### config.mk
export PLATFORM = sky130hd
export DESIGN_NAME = dec_stage_flat
export DESIGN_NICKNAME = d
export VERILOG_FILES = /design/src/rtl/dec_stage_if.sv /design/src/rtl/dec_stage.sv /design/src/flat_wrapper.sv
export SDC_FILE = /design/constraint.sdc
export NUM_CORES = 1
export LEC_CHECK = 0
export CORE_MARGIN = 1.5
export CORE_UTILIZATION = 53
export DETAILED_ROUTE_END_ITERATION = 10
export PLACE_DENSITY_LB_ADDON = 0.15
export SLEW_MARGIN = 5
export SYNTH_ARGS = -nofsm -noshare
export SYNTH_HDL_FRONTEND = slang
export SYNTH_SLANG_ARGS = --single-unit
### constraint.sdc
create_clock -name clock -period 2.21 [get_ports clock]
set_input_delay 0.442 -clock clock [delete_from_list [all_inputs] [get_ports clock]]
set_output_delay 0.442 -clock clock [all_outputs]
set_load 0.05 [all_outputs]
### src/rtl/dec_stage_if.sv
// Fetch-to-decode and decode-to-execute handshake bundle for dec_stage.
// The slave modport is the decoder's view; master is the fetch/execute side.
interface dec_stage_if #(
  parameter int XLEN = 32
);
  logic            in_valid;
  logic            in_ready;
  logic [31:0]     in_inst;
  logic [XLEN-1:0] in_pc;

  logic            out_valid;
  logic            out_ready;
  logic [XLEN-1:0] out_pc;
  logic [4:0]      rd;
  logic [4:0]      rs1;
  logic [4:0]      rs2;
  logic [XLEN-1:0] imm;
  logic [3:0]      alu_op;
  logic [3:0]      inst_type;
  logic [3:0]      mem_wbmask;
  logic [1:0]      mem_size;
  logic            is_mem_sign;
  logic            mem_wen;
  logic            illegal;
  logic            halt;

  modport master (
    output in_valid, in_inst, in_pc, out_ready,
    input  in_ready, out_valid, out_pc, rd, rs1, rs2, imm, alu_op,
           inst_type, mem_wbmask, mem_size, is_mem_sign, mem_wen,
           illegal, halt
  );

  modport slave (
    input  in_valid, in_inst, in_pc, out_ready,
    output in_ready, out_valid, out_pc, rd, rs1, rs2, imm, alu_op,
           inst_type, mem_wbmask, mem_size, is_mem_sign, mem_wen,
           illegal, halt
  );
endinterface

### src/rtl/dec_stage.sv
// Pipelined RV32I decode stage: decodes the accepted instruction and queues the
// decoded bundle in a DEPTH-entry FIFO towards execute, with a sticky halt on ECALL/EBREAK.
module dec_stage #(
  parameter int XLEN  = 32,
  parameter int DEPTH = 2
) (
  input  logic         clock,
  input  logic         reset_n,
  input  logic         flush,
  dec_stage_if.slave   bus
);

  localparam int PTR_W = (DEPTH > 1) ? $clog2(DEPTH) : 1;
  localparam int CNT_W = $clog2(DEPTH + 1);
  localparam logic [PTR_W-1:0] LAST_PTR = PTR_W'(DEPTH - 1);
  localparam logic [CNT_W-1:0] FULL_CNT = CNT_W'(DEPTH);

  localparam logic [6:0] OPC_OPIMM  = 7'b0010011;
  localparam logic [6:0] OPC_OP     = 7'b0110011;
  localparam logic [6:0] OPC_LUI    = 7'b0110111;
  localparam logic [6:0] OPC_AUIPC  = 7'b0010111;
  localparam logic [6:0] OPC_JAL    = 7'b1101111;
  localparam logic [6:0] OPC_JALR   = 7'b1100111;
  localparam logic [6:0] OPC_BRANCH = 7'b1100011;
  localparam logic [6:0] OPC_LOAD   = 7'b0000011;
  localparam logic [6:0] OPC_STORE  = 7'b0100011;
  localparam logic [6:0] OPC_SYSTEM = 7'b1110011;

  typedef struct packed {
    logic [XLEN-1:0] pc;
    logic [4:0]      rd;
    logic [4:0]      rs1;
    logic [4:0]      rs2;
    logic [XLEN-1:0] imm;
    logic [3:0]      aluOp;
    logic [3:0]      instType;
    logic [3:0]      wbMask;
    logic [1:0]      memSize;
    logic            memSign;
    logic            memWen;
    logic            illegal;
  } entry_t;

  logic [31:0]     w_inst;
  logic [6:0]      w_opcode;
  logic [2:0]      w_funct3;
  logic [6:0]      w_funct7;
  logic [XLEN-1:0] w_immI;
  logic [XLEN-1:0] w_immS;
  logic [XLEN-1:0] w_immB;
  logic [XLEN-1:0] w_immJ;
  logic [XLEN-1:0] w_immU;
  logic            w_legal;
  entry_t          w_dec;
  entry_t          w_head;

  entry_t          r_mem [DEPTH];
  logic [PTR_W-1:0] r_wrPtr;
  logic [PTR_W-1:0] r_rdPtr;
  logic [CNT_W-1:0] r_count;
  logic            r_halt;

  logic            w_push;
  logic            w_pop;

  assign w_inst   = bus.in_inst;
  assign w_opcode = w_inst[6:0];
  assign w_funct3 = w_inst[14:12];
  assign w_funct7 = w_inst[31:25];

  // Casting a signed value to XLEN sign-extends it for any XLEN >= 32.
  assign w_immI = XLEN'($signed(w_inst[31:20]));
  assign w_immS = XLEN'($signed({w_inst[31:25], w_inst[11:7]}));
  assign w_immB = XLEN'($signed({w_inst[31], w_inst[7], w_inst[30:25], w_inst[11:8], 1'b0}));
  assign w_immJ = XLEN'($signed({w_inst[31], w_inst[19:12], w_inst[20], w_inst[30:21], 1'b0}));
  assign w_immU = XLEN'($signed({w_inst[31:12], 12'b0}));

  always_comb begin
    w_dec         = '0;
    w_legal       = 1'b1;
    w_dec.pc      = bus.in_pc;
    w_dec.rd      = w_inst[11:7];
    w_dec.rs1     = w_inst[19:15];
    w_dec.rs2     = w_inst[24:20];
    w_dec.memSign = ~w_funct3[2];
    case (w_opcode)
      OPC_OPIMM: begin
        w_dec.instType = 4'd1;
        w_dec.imm      = w_immI;
        w_dec.aluOp    = {w_inst[30] & (w_funct3 == 3'd5), w_funct3};
        if ((w_funct3 == 3'd1) && (w_funct7 != 7'h00))
          w_legal = 1'b0;
        if ((w_funct3 == 3'd5) && (w_funct7 != 7'h00) && (w_funct7 != 7'h20))
          w_legal = 1'b0;
      end
      OPC_OP: begin
        w_dec.instType = 4'd2;
        w_dec.aluOp    = {w_inst[30], w_funct3};
        if (!((w_funct7 == 7'h00) ||
              ((w_funct7 == 7'h20) && ((w_funct3 == 3'd0) || (w_funct3 == 3'd5)))))
          w_legal = 1'b0;
      end
      OPC_LUI: begin
        w_dec.instType = 4'd3;
        w_dec.imm      = w_immU;
      end
      OPC_AUIPC: begin
        w_dec.instType = 4'd4;
        w_dec.imm      = w_immU;
      end
      OPC_JAL: begin
        w_dec.instType = 4'd5;
        w_dec.imm      = w_immJ;
      end
      OPC_JALR: begin
        w_dec.instType = 4'd6;
        w_dec.imm      = w_immI;
      end
      OPC_BRANCH: begin
        w_dec.instType = 4'd7;
        w_dec.imm      = w_immB;
        w_dec.aluOp    = {1'b0, w_funct3};
        if ((w_funct3 == 3'd2) || (w_funct3 == 3'd3))
          w_legal = 1'b0;
      end
      OPC_LOAD: begin
        w_dec.instType = {2'b10, w_funct3[1:0]};
        w_dec.imm      = w_immI;
        w_dec.memSize  = w_funct3[1:0];
        if ((w_funct3 == 3'd3) || (w_funct3 == 3'd6) || (w_funct3 == 3'd7))
          w_legal = 1'b0;
      end
      OPC_STORE: begin
        w_dec.instType = 4'd12;
        w_dec.imm      = w_immS;
        w_dec.memSize  = w_funct3[1:0];
        w_dec.memWen   = 1'b1;
        case (w_funct3[1:0])
          2'd0:    w_dec.wbMask = 4'b0001;
          2'd1:    w_dec.wbMask = 4'b0011;
          2'd2:    w_dec.wbMask = 4'b1111;
          default: w_dec.wbMask = 4'b0000;
        endcase
        if (w_funct3 >= 3'd3)
          w_legal = 1'b0;
      end
      OPC_SYSTEM: begin
        w_dec.instType = 4'd13;
        if ((w_inst != 32'h0000_0073) && (w_inst != 32'h0010_0073))
          w_legal = 1'b0;
      end
      default: w_legal = 1'b0;
    endcase
    // Illegal entries still flow to execute but must never touch memory.
    if (!w_legal) begin
      w_dec.instType = 4'd0;
      w_dec.imm      = '0;
      w_dec.aluOp    = 4'd0;
      w_dec.memSize  = 2'd0;
      w_dec.memWen   = 1'b0;
      w_dec.wbMask   = 4'd0;
      w_dec.illegal  = 1'b1;
    end
  end

  assign bus.in_ready  = (r_count < FULL_CNT) && !r_halt && reset_n;
  assign bus.out_valid = (r_count != '0);
  assign w_push = bus.in_valid && bus.in_ready;
  assign w_pop  = bus.out_valid && bus.out_ready;

  always_ff @(posedge clock or negedge reset_n) begin
    if (!reset_n) begin
      r_wrPtr <= '0;
      r_rdPtr <= '0;
      r_count <= '0;
      r_halt  <= 1'b0;
      for (int i = 0; i < DEPTH; i++)
        r_mem[i] <= '0;
    end else if (flush) begin
      r_wrPtr <= '0;
      r_rdPtr <= '0;
      r_count <= '0;
      r_halt  <= 1'b0;
    end else begin
      if (w_push) begin
        r_mem[r_wrPtr] <= w_dec;
        r_wrPtr        <= (r_wrPtr == LAST_PTR) ? '0 : r_wrPtr + PTR_W'(1);
        if (w_dec.instType == 4'd13)
          r_halt <= 1'b1;
      end
      if (w_pop)
        r_rdPtr <= (r_rdPtr == LAST_PTR) ? '0 : r_rdPtr + PTR_W'(1);
      if (w_push && !w_pop)
        r_count <= r_count + CNT_W'(1);
      else if (!w_push && w_pop)
        r_count <= r_count - CNT_W'(1);
    end
  end

  assign w_head = r_mem[r_rdPtr];

  assign bus.out_pc      = w_head.pc;
  assign bus.rd          = w_head.rd;
  assign bus.rs1         = w_head.rs1;
  assign bus.rs2         = w_head.rs2;
  assign bus.imm         = w_head.imm;
  assign bus.alu_op      = w_head.aluOp;
  assign bus.inst_type   = w_head.instType;
  assign bus.mem_wbmask  = w_head.wbMask;
  assign bus.mem_size    = w_head.memSize;
  assign bus.is_mem_sign = w_head.memSign;
  assign bus.mem_wen     = w_head.memWen;
  assign bus.illegal     = w_head.illegal;
  assign bus.halt        = r_halt;

endmodule

### src/flat_wrapper.sv
// flat-port wrapper written by rule: the top's interface ports become plain ports
module dec_stage_flat 
#(
  parameter int XLEN  = 32,
  parameter int DEPTH = 2
)
  (clock, reset_n, flush, bus_in_valid, bus_in_inst, bus_in_pc, bus_out_ready, bus_in_ready, bus_out_valid, bus_out_pc, bus_rd, bus_rs1, bus_rs2, bus_imm, bus_alu_op, bus_inst_type, bus_mem_wbmask, bus_mem_size, bus_is_mem_sign, bus_mem_wen, bus_illegal, bus_halt);
  dec_stage_if #(.XLEN(XLEN)) bus_i ();
  input  logic clock;
  input  logic reset_n;
  input  logic flush;
  input wire logic [$bits(bus_i.in_valid)-1:0] bus_in_valid;
  input wire logic [$bits(bus_i.in_inst)-1:0] bus_in_inst;
  input wire logic [$bits(bus_i.in_pc)-1:0] bus_in_pc;
  input wire logic [$bits(bus_i.out_ready)-1:0] bus_out_ready;
  output wire logic [$bits(bus_i.in_ready)-1:0] bus_in_ready;
  output wire logic [$bits(bus_i.out_valid)-1:0] bus_out_valid;
  output wire logic [$bits(bus_i.out_pc)-1:0] bus_out_pc;
  output wire logic [$bits(bus_i.rd)-1:0] bus_rd;
  output wire logic [$bits(bus_i.rs1)-1:0] bus_rs1;
  output wire logic [$bits(bus_i.rs2)-1:0] bus_rs2;
  output wire logic [$bits(bus_i.imm)-1:0] bus_imm;
  output wire logic [$bits(bus_i.alu_op)-1:0] bus_alu_op;
  output wire logic [$bits(bus_i.inst_type)-1:0] bus_inst_type;
  output wire logic [$bits(bus_i.mem_wbmask)-1:0] bus_mem_wbmask;
  output wire logic [$bits(bus_i.mem_size)-1:0] bus_mem_size;
  output wire logic [$bits(bus_i.is_mem_sign)-1:0] bus_is_mem_sign;
  output wire logic [$bits(bus_i.mem_wen)-1:0] bus_mem_wen;
  output wire logic [$bits(bus_i.illegal)-1:0] bus_illegal;
  output wire logic [$bits(bus_i.halt)-1:0] bus_halt;
  assign bus_i.in_valid = bus_in_valid;
  assign bus_i.in_inst = bus_in_inst;
  assign bus_i.in_pc = bus_in_pc;
  assign bus_i.out_ready = bus_out_ready;
  assign bus_in_ready = bus_i.in_ready;
  assign bus_out_valid = bus_i.out_valid;
  assign bus_out_pc = bus_i.out_pc;
  assign bus_rd = bus_i.rd;
  assign bus_rs1 = bus_i.rs1;
  assign bus_rs2 = bus_i.rs2;
  assign bus_imm = bus_i.imm;
  assign bus_alu_op = bus_i.alu_op;
  assign bus_inst_type = bus_i.inst_type;
  assign bus_mem_wbmask = bus_i.mem_wbmask;
  assign bus_mem_size = bus_i.mem_size;
  assign bus_is_mem_sign = bus_i.is_mem_sign;
  assign bus_mem_wen = bus_i.mem_wen;
  assign bus_illegal = bus_i.illegal;
  assign bus_halt = bus_i.halt;
  dec_stage #(.XLEN(XLEN), .DEPTH(DEPTH)) u_core (.clock(clock), .reset_n(reset_n), .flush(flush), .bus(bus_i));
endmodule
After elaboration in Yosys (flattened, before gate mapping)

Index checks and enable logic that the tools add are counted.

Logic and storage cells: 135
Input port bits: 69
Register bits: 197
Output and inout bits: 99

Multiplexer cells: 35
Bitwise operators: 5
Order comparisons: 5
Eq/ne operators: 23
Reduce and logical (&&, ||, !) cells: 35
Add/sub/neg operators: 4

Operator list:

| operator             | count |
|---|---|
| $mux 96              | 4 |
| $bwmux 192           | 1 |
| $pmux 32 s5          | 1 |
| $demux 96 s1         | 1 |
| $mux 46              | 1 |
| $pmux 4 s10          | 1 |
| $ne 32x21->1 const B | 1 |
| $ne 32x7->1 const B  | 1 |
| $eq 7x6->1 const B   | 4 |
| $eq 7x7->1 const B   | 4 |
| $pmux 4 s3           | 2 |
| $mux 1               | 17 |
| $eq 7x5->1 const B   | 2 |
| $logic_and 1x1->1    | 12 |
| $mux 2               | 5 |
| $eq 3x3->1 const B   | 3 |
| $reduce_bool 2->1    | 4 |
| $eq 7x2->1 const B   | 1 |
| $logic_not 7->1      | 1 |
| $ne 7x6->1 const B   | 1 |
| $pmux 1 s7           | 1 |
| $reduce_bool 7->1    | 1 |
| $eq 3x2->1 const B   | 2 |
| $logic_or 1x1->1     | 5 |
| other kinds (23)     | 31 |

Longest topological paths before layout

Gate-level depths: netlist (run 1).

Depth in word-level cells: 11
Depth in mapped cells: 9
Mapped depth without buffers: 7

Worst setup path after synthesis (run 1)

Ideal clock, no wire load.

Kind: reg2out
Start point: reg u_core.r_halt (netlist: u_core.bus.halt)
End point: out bus_in_ready
Arrival: 1.802 ns
Path buffers: 0
Data required time: 1.768 ns
Stages on the path, launching flop included: 2
Setup slack: -0.034 ns
Path through: dfrtp_1 nor3b_1

Word-level cells in the longest chain between the ends: 3

Ends and longest elaborated chain:

| item                            | line               | text |
|---|---|---|
| start, declared                 | dec_stage.sv:61    | `logic r_halt;` |
| start signal, assigned          | dec_stage.sv:176   | `r_halt <= 1'b0;` |
| start signal, assigned          | dec_stage.sv:183   | `r_halt <= 1'b0;` |
| start signal, assigned          | dec_stage.sv:189   | `r_halt <= 1'b1;` |
| $logic_not 1->1                 | dec_stage.sv:166   | `assign bus.in_ready = (r_count < FULL_CNT) && !r_halt && reset_n;` |
| $logic_and 1x1->1 (2 in series) | dec_stage.sv:166   |  |
| end, declared                   | flat_wrapper.sv:16 | `output wire logic [$bits(bus_i.in_ready)-1:0] bus_in_ready;` |

Every way passes these cells.

Final worst setup path (run 1)

Start point: reg u_core.r_rdPtr
End point: out bus_imm[11]

Word-level cells in the longest chain between the ends: 4

Ends and longest elaborated chain:

| item                                        | line               | text |
|---|---|---|
| start, declared                             | dec_stage.sv:59    | `logic [PTR_W-1:0] r_rdPtr;` |
| start signal, assigned                      | dec_stage.sv:192   | `r_rdPtr <= (r_rdPtr == LAST_PTR) ? '0 : r_rdPtr + PTR_W'(1);` |
| $not 1->2 (not written as such)             | dec_stage.sv:200   | `assign w_head = r_mem[r_rdPtr];` |
| $mux 96 (not written as such) (3 in series) | dec_stage.sv:200   |  |
| end, declared                               | flat_wrapper.sv:22 | `output wire logic [$bits(bus_i.imm)-1:0] bus_imm;` |

Every way passes these cells. The select of a mux whose other input is x is not followed.

==> results of run 1 <==
[flip-flops by register name, summed over array words and instances (netlist names)]
| name | cells |
|---|---|
| u_core.r_mem | 190 |
| u_core.r_count | 2 |
| u_core.bus.halt | 1 |
| u_core.r_rdPtr | 1 |
| u_core.r_wrPtr | 1 |
[Yosys cell counts (all sizes together), types with 2 or more instances]
| master | count | area share [%] |
|---|---|---|
| nand2b | 5 | 0.33 |
| a32oi | 2 | 0.18 |
| mux2 | 97 | 12 |
| a22oi | 5 | 0.40 |
| and3 | 7 | 0.46 |
| nor2b | 2 | 0.13 |
| and2 | 2 | 0.13 |
| nand4b | 2 | 0.18 |
| xnor2 | 2 | 0.18 |
| buf | 23 | 1.5 |
| nand4 | 4 | 0.26 |
| or4 | 3 | 0.24 |
| nand4bb | 2 | 0.41 |
| inv | 7 | 0.28 |
| nand2 | 400 | 16 |
| a21oi | 28 | 1.5 |
| or3 | 2 | 0.13 |
| ha | 5 | 0.66 |
| o31ai | 62 | 5.8 |
| nand3 | 16 | 0.85 |
| o41ai | 2 | 0.34 |
| nor2 | 13 | 0.52 |
| a211oi | 2 | 0.16 |
| dfrtp | 195 | 51 |
| o21ai | 39 | 2.1 |
| nor4 | 3 | 0.20 |
| and3b | 3 | 0.28 |
| nor3b | 2 | 0.21 |
| nor3 | 6 | 0.32 |
| clkbuf | 48 | 1.9 |
[final timing paths]
kind	slack, ns	to
min	0.16	u_core.r_mem[14]
min in group clock	0.36	u_core.r_mem[56]
min reg2reg	0.47	u_core.r_mem[189]
max in group asynchronous	1.49	u_core.r_mem[30]
max	-0.0005	bus_imm[11]
max reg2reg	0.27	u_core.r_mem[26]
[placed cells by master, fill, tap and decap left out, types with 23 or more instances in the layout]
cell	n
nand2_1	400
dfrtp_1	194
buf_4	145
mux2_2	93
clkdlybuf4s50_1	57
buf_6	53
o21ai_0	39
o31ai_1	35
a21oi_1	27
o31ai_2	24
clkbuf_16	23
[metal layers]
metal / routed length, µm / global-route usage (%) / vias up
met5: 0 / 0 / -
met4: 607 / 9.10 / 0
met3: 1540 / 5.04 / 43
met2: 13400 / 45.9 / 288
met1: 11700 / 39.3 / 4100
li1: - / - / 3888
[power groups by stage]
stage / registers (mW) / logic [mW] / clock network, mW
after global routing: 4.28 / 2.66 / 3.15
after global placement: 4.27 / 2.31 / 0
after detailed placement: 4.29 / 2.35 / 0
final: 4.23 / 2.50 / 2.98
after floorplan: 4.22 / 1.54 / 0
after CTS: 4.22 / 2.40 / 3.00
[layout make-up]
class / count / area [µm²] / area share, %
Antenna cell: 2 / 5.00 / 0.0382
Clock buffer: 19 / 443 / 3.38
Clock inverter: 13 / 118 / 0.898
Inverter: 7 / 26.3 / 0.201
Multi-Input combinational cell: 733 / 4440 / 33.9
Sequential cell: 195 / 4880 / 37.3
Tap cell: 225 / 282 / 2.15
Timing Repair Buffer: 291 / 2900 / 22.1
[repair_timing]
item,in CTS,in global routing
gates cloned,0,10
setup endpoints to repair,174,131
pin swaps,4,6
setup buffers,1,3
gates resized for setup,48,42
[logic make-up after synthesis]
logic type / synth area share (%)
AND/OR/NAND/NOR: 21.2
AO/OA/AOI/OAI: 11.1
buffers and inverters: 3.67
multiplexers: 11.6
XOR/XNOR: 0.277
flip-flops: 51.5
adder cells (fa/ha/maj): 0.660
[per-stage QoR]
stage | total power [mW] | cell area [µm²]
4_1_cts | 9.63 | 12700
6_report | 9.70 | 13100
3_5_place_dp | 6.64 | 11900
3_3_place_gp | 6.59 | 11900
5_1_grt | 10.1 | 13100
2_1_floorplan | 5.76 | 9480
==> flow_metrics.env, run 1 <==
export IMPL_status="finished with violations"
export IMPL_violations="negative setup slack"
export IMPL_place_congestion=0.892
export IMPL_rows=48
export IMPL_cts_hold_buf=0
export IMPL_fin_hold_ws_ns=0.155
export IMPL_syn_num_nets=1080
export IMPL_die_width_um=137
export IMPL_start_util_pct=54.6
export IMPL_power_density_mw_per_mm2=741
export IMPL_finalCritPeriodShare_pct=100
export IMPL_dr_total_vias=8319
export IMPL_cp_required_ns=1.77
export IMPL_swShare_pct=33.2
export IMPL_crit_type="flop to output pin"
export IMPL_fill_cells=1222
export IMPL_instances_no_fill=1485
export IMPL_wl_per_cell_um=18.4
export IMPL_rsz0062_at_grt="true"
export IMPL_hold_viol=0
export IMPL_drt_wl_total_mm=27.3
export IMPL_post_place_ws_ns=-0.706
export IMPL_fmax_mhz=452
export IMPL_clk_pin_slew_ns=0.08
export IMPL_clock_power_share_pct=30.7
export IMPL_slowest_delay_ns=0.50
export IMPL_grt_pass1_wl_mm=41.3
export IMPL_grt_max_degree=144
export IMPL_ys_seq_area_share_pct=51.5
export IMPL_critical_path_slowest_cell="dfrtp_4"
export IMPL_layout_min_cycle_time_ns=2.21
export IMPL_clock_path_buffers=2
export IMPL_relSlewSlack_pct=49.2
export IMPL_overflow=0
export IMPL_io_buffers=167
export IMPL_first_pass_iters=5
export IMPL_nets=1319
export IMPL_track_usage_pct=28.5
export IMPL_synth_edf_count=0
export IMPL_setup_tns_ns=-0.000480
export IMPL_syn_area_mm2=0.00948
export IMPL_critPathTopFamily="flip-flops"
export IMPL_core_mm2=0.0174
export IMPL_internal_power_mw=6.49
export IMPL_cts_tree="built"
export IMPL_synth_main_ff_cell="dfrtp_1"
export IMPL_ys_ff_latch=195
export IMPL_path_max_fanout=9
export IMPL_drv_cap=0
export IMPL_worst_slack_ns=-0.000480
export IMPL_dp_hpwl_mm=17.7
export IMPL_drv_slew=0
export IMPL_worst_pin_slew_ns=0.762
export IMPL_cp_num_cells=4
export IMPL_antenna_found_initial=2
export IMPL_vdd_drop_max_v=0.000580
export IMPL_fin_util_pct=75.4
export IMPL_p_seq_share_pct=43.6
export IMPL_die_height_um=137
export IMPL_crit_path_end_kind="output pin"
export IMPL_total_leakage_power_nw=6.38
export IMPL_drive_gt1_share_pct=31.7
export IMPL_clk_latency_ns=0.44
export IMPL_r2r_start="u_core.r_count[1]"
export IMPL_numCtsBuffers=17
export IMPL_ff2ff_path_depth=6
export IMPL_drt_iter0_drc=630
export IMPL_area_growth_syn_to_layout_pct=38.2
export IMPL_cp_cell_sequence="buf_12 > clkbuf_16 > mux2_4 > buf_6"
export IMPL_ys_types=53
export IMPL_clkSinkCount=195
export IMPL_cp_arrival_ns=1.77
export IMPL_dp_cells=1437
export IMPL_grt_pass1_vias=7862
export IMPL_ys_async_sr_fraction_pct=100
export IMPL_hold_class="input port to async pin"
export IMPL_finClkSkew_ns=0.00683
export IMPL_worstSetupStartpointType="flop"
export IMPL_setup_viol=1
export IMPL_yosys_warnings=0
export IMPL_vias_per_cell=5.60
export IMPL_worstSetupStartpoint="u_core.r_rdPtr"
export IMPL_cts_htree_levels=4
export IMPL_syn_area_per_cell_um2=9.42
export IMPL_drc_errors=0
export IMPL_ant_nets=0
export IMPL_combPwrFrac_pct=25.7
export IMPL_root_buffer="clkbuf_16"
export IMPL_critPathBufInv=3
export IMPL_die_area_mm2=0.0187
export IMPL_syn_inst=1006
export IMPL_p_sw_mw=3.22
export IMPL_pin_count=168
No activity file was read; power rests on OpenSTA's default activity.
==> run 2: changes to the inputs <==
--- a/config.mk
+++ b/config.mk
@@ -6,7 +6,9 @@
 export NUM_CORES = 1
 export LEC_CHECK = 0
 export CORE_MARGIN = 1.5
-export CORE_UTILIZATION = 53
+export CORE_UTILIZATION = 55
+export CTS_BUF_LIST = sky130_fd_sc_hd__clkbuf_2
+export CTS_CLUSTER_DIAMETER = 120
 export DETAILED_ROUTE_END_ITERATION = 10
 export PLACE_DENSITY_LB_ADDON = 0.15
 export SLEW_MARGIN = 5
==> run 2 against run 1 <==
The run still ends with negative setup slack left. Sequential share of layout area is 1.0 points higher. Highest routed layer unchanged. Die area is 3.6% lower. Sequential cell count unchanged. Setup slack got worse by 0.35 ns. Hold slack improved by 0.036 ns. Clock skew rose by 0.036 ns. First-iteration DRC count shrank 2.7%. Sequential power is essentially flat. Routed wire length decreased by 3.8%. Fmax fell by 14%. Largest power group unchanged.
==> flow_metrics.env, run 2 (synthesized netlist as in run 1, its figures left out) <==
export IMPL_status="finished with violations"
export IMPL_violations="negative setup slack"
export IMPL_core_mm2=0.0167
export IMPL_instances_no_fill=1479
export IMPL_relSlewSlack_pct=43.5
export IMPL_rsz0062_at_grt="true"
export IMPL_slowest_delay_ns=0.51
export IMPL_power_density_mw_per_mm2=686
export IMPL_clkSinkCount=195
export IMPL_io_buffers=167
export IMPL_crit_path_end_kind="output pin"
export IMPL_pin_count=168
export IMPL_r2r_start="u_core.r_count[1]"
export IMPL_cpMostUsedCell="buf_12"
export IMPL_clock_path_buffers=2
export IMPL_drive_gt1_share_pct=30.5
export IMPL_cp_cell_sequence="buf_12 > buf_12 > mux2_2 > buf_6"
export IMPL_dp_cells=1436
export IMPL_ant_nets=0
export IMPL_layout_min_cycle_time_ns=2.56
export IMPL_area_growth_syn_to_layout_pct=34.5
export IMPL_cp_arrival_ns=2.11
export IMPL_critical_path_slowest_cell="dfrtp_4"
export IMPL_first_pass_iters=5
export IMPL_grtUsageMet2_pct=48.3
export IMPL_grt_pass1_wl_mm=41.6
export IMPL_nets=1319
export IMPL_total_leakage_power_nw=6.11
export IMPL_grtUsageMet1_pct=40.2
export IMPL_grt_met3_usage_pct=5.44
export IMPL_die_height_um=134
export IMPL_path_max_fanout=16
export IMPL_hold_path_startpoint="bus_in_pc[13]"
export IMPL_antenna_found_initial=1
export IMPL_finalCritPeriodShare_pct=116
export IMPL_fin_hold_ws_ns=0.192
export IMPL_drv_cap=0
export IMPL_die_area_mm2=0.0180
export IMPL_numCtsBuffers=17
export IMPL_hold_viol=0
export IMPL_root_buffer="clkbuf_2"
export IMPL_worst_pin_slew_ns=0.847
export IMPL_grt_pass1_vias=8142
export IMPL_cts_htree_levels=4
export IMPL_place_congestion=0.916
export IMPL_drt_wl_total_mm=26.2
export IMPL_worst_slack_ns=-0.347
export IMPL_dr_total_vias=8182
export IMPL_busiest_layer="met2"
export IMPL_cts_tree="built"
export IMPL_final_common_cell="nand2_1"
export IMPL_fmax_mhz=391
export IMPL_largestRegisters="u_core.r_mem: 190 flops, u_core.r_count: 2 flops"
export IMPL_fin_util_pct=76.3
export IMPL_grt_max_degree=129
export IMPL_finClkSkew_ns=0.0431
export IMPL_post_place_ws_ns=-0.642
export IMPL_worstSetupStartpointType="flop"
export IMPL_vias_per_cell=5.53
export IMPL_crit_type="flop to output pin"
export IMPL_track_usage_pct=29.4
export IMPL_layout_common_cells="400 x nand2_1, 192 x dfrtp_1, 104 x buf_4"
export IMPL_largest_reg_flops=190
export IMPL_start_util_pct=56.7
export IMPL_drc_errors=0
export IMPL_vdd_drop_max_v=0.000521
export IMPL_drv_slew=0
export IMPL_rows=47
export IMPL_worstSetupStartpoint="u_core.r_rdPtr"
export IMPL_die_width_um=134
export IMPL_clk_pin_slew_ns=0.29
export IMPL_setup_tns_ns=-29.90
export IMPL_wl_per_cell_um=17.7
export IMPL_overflow=0
export IMPL_dp_hpwl_mm=18.0
export IMPL_setup_viol=96
export IMPL_largest_register="u_core.r_mem"
export IMPL_cp_required_ns=1.77
export IMPL_hold_class="input port to flop"
export IMPL_clk_latency_ns=0.77
export IMPL_drt_iter0_drc=613
==> run 2: cell count changes in the layout (fill, tap and decap cells not counted), moves of 4 or more <==
cell and delta:
clkbuf_16 -22, dlygate4sd2_1 -4, buf_4 -41, buf_6 +43, dlymetal6s2s_1 -8, clkdlybuf4s50_1 +10, clkbuf_2 +17, o31ai_1 +11
o31ai_2 -8
==> run 2: power by group <==
group	leakage (nW)	switching (mW)	internal, mW
registers	2.59	0.233	4.00
clock network	0.160	1.28	0.667
logic	3.37	1.53	1.04
==> run 2: path summary, 6_finish.rpt <==
check | endpoint | slack (ns) | depth (start not counted)
max | bus_imm[12] | -0.35 | 4
min | u_core.r_mem[173] | 0.19 | 3
max reg2reg | u_core.r_mem[47] | 0.17 | 6
min reg2reg | u_core.r_mem[141] | 0.51 | 2
max in group asynchronous | u_core.r_rdPtr | 1.10 | 3
min in group asynchronous | u_core.r_wrPtr | 0.31 | 3
==> run 2: cell type report <==
| cell class | count | area [µm²] |
|---|---|---|
| repair buffers | 291 | 2980 |
| multi-input cells | 733 | 4300 |
| well taps | 220 | 275 |
| clock buffers | 17 | 85.1 |
| clock inverters | 15 | 194 |
| flip-flops and latches | 195 | 4890 |
| inverters | 7 | 26.3 |
| diodes | 1 | 2.50 |
| fillers | 1231 | 3950 |
==> run 2: critical path: cells and delay by family (launching register included) <==
kind / cells / cell delay [ns]
multiplexers: 1 / 0.38
flip-flops: 1 / 0.51
buffers and inverters: 3 / 0.47
==> run 2: repair_timing <==
action                                 4_1_cts  5_1_grt
gates cloned                                 0        1
setup endpoints to repair                   99       98
setup buffers                                7        1
gates resized for setup                    101       15
endpoints found under the hold margin      195        0
hold buffers                                 1        0
pin swaps                                    0        1
==> run 2: metrics by stage <==
step | cell area, µm² | power (mW)
finish | 12700 | 8.75
global route | 12700 | 9.14
CTS | 12700 | 8.76
detailed placement | 12000 | 6.66
global placement | 12000 | 6.59
floorplan | 9480 | 5.76
==> run 2: per-layer routing <==
| layer | vias up | share of wire, % |
|---|---|---|
| met2 | 254 | 48 |
| met5 | - | 0 |
| met3 | 34 | 5.5 |
| li1 | 3882 | - |
| met1 | 4012 | 44 |
| met4 | 0 | 1.7 |
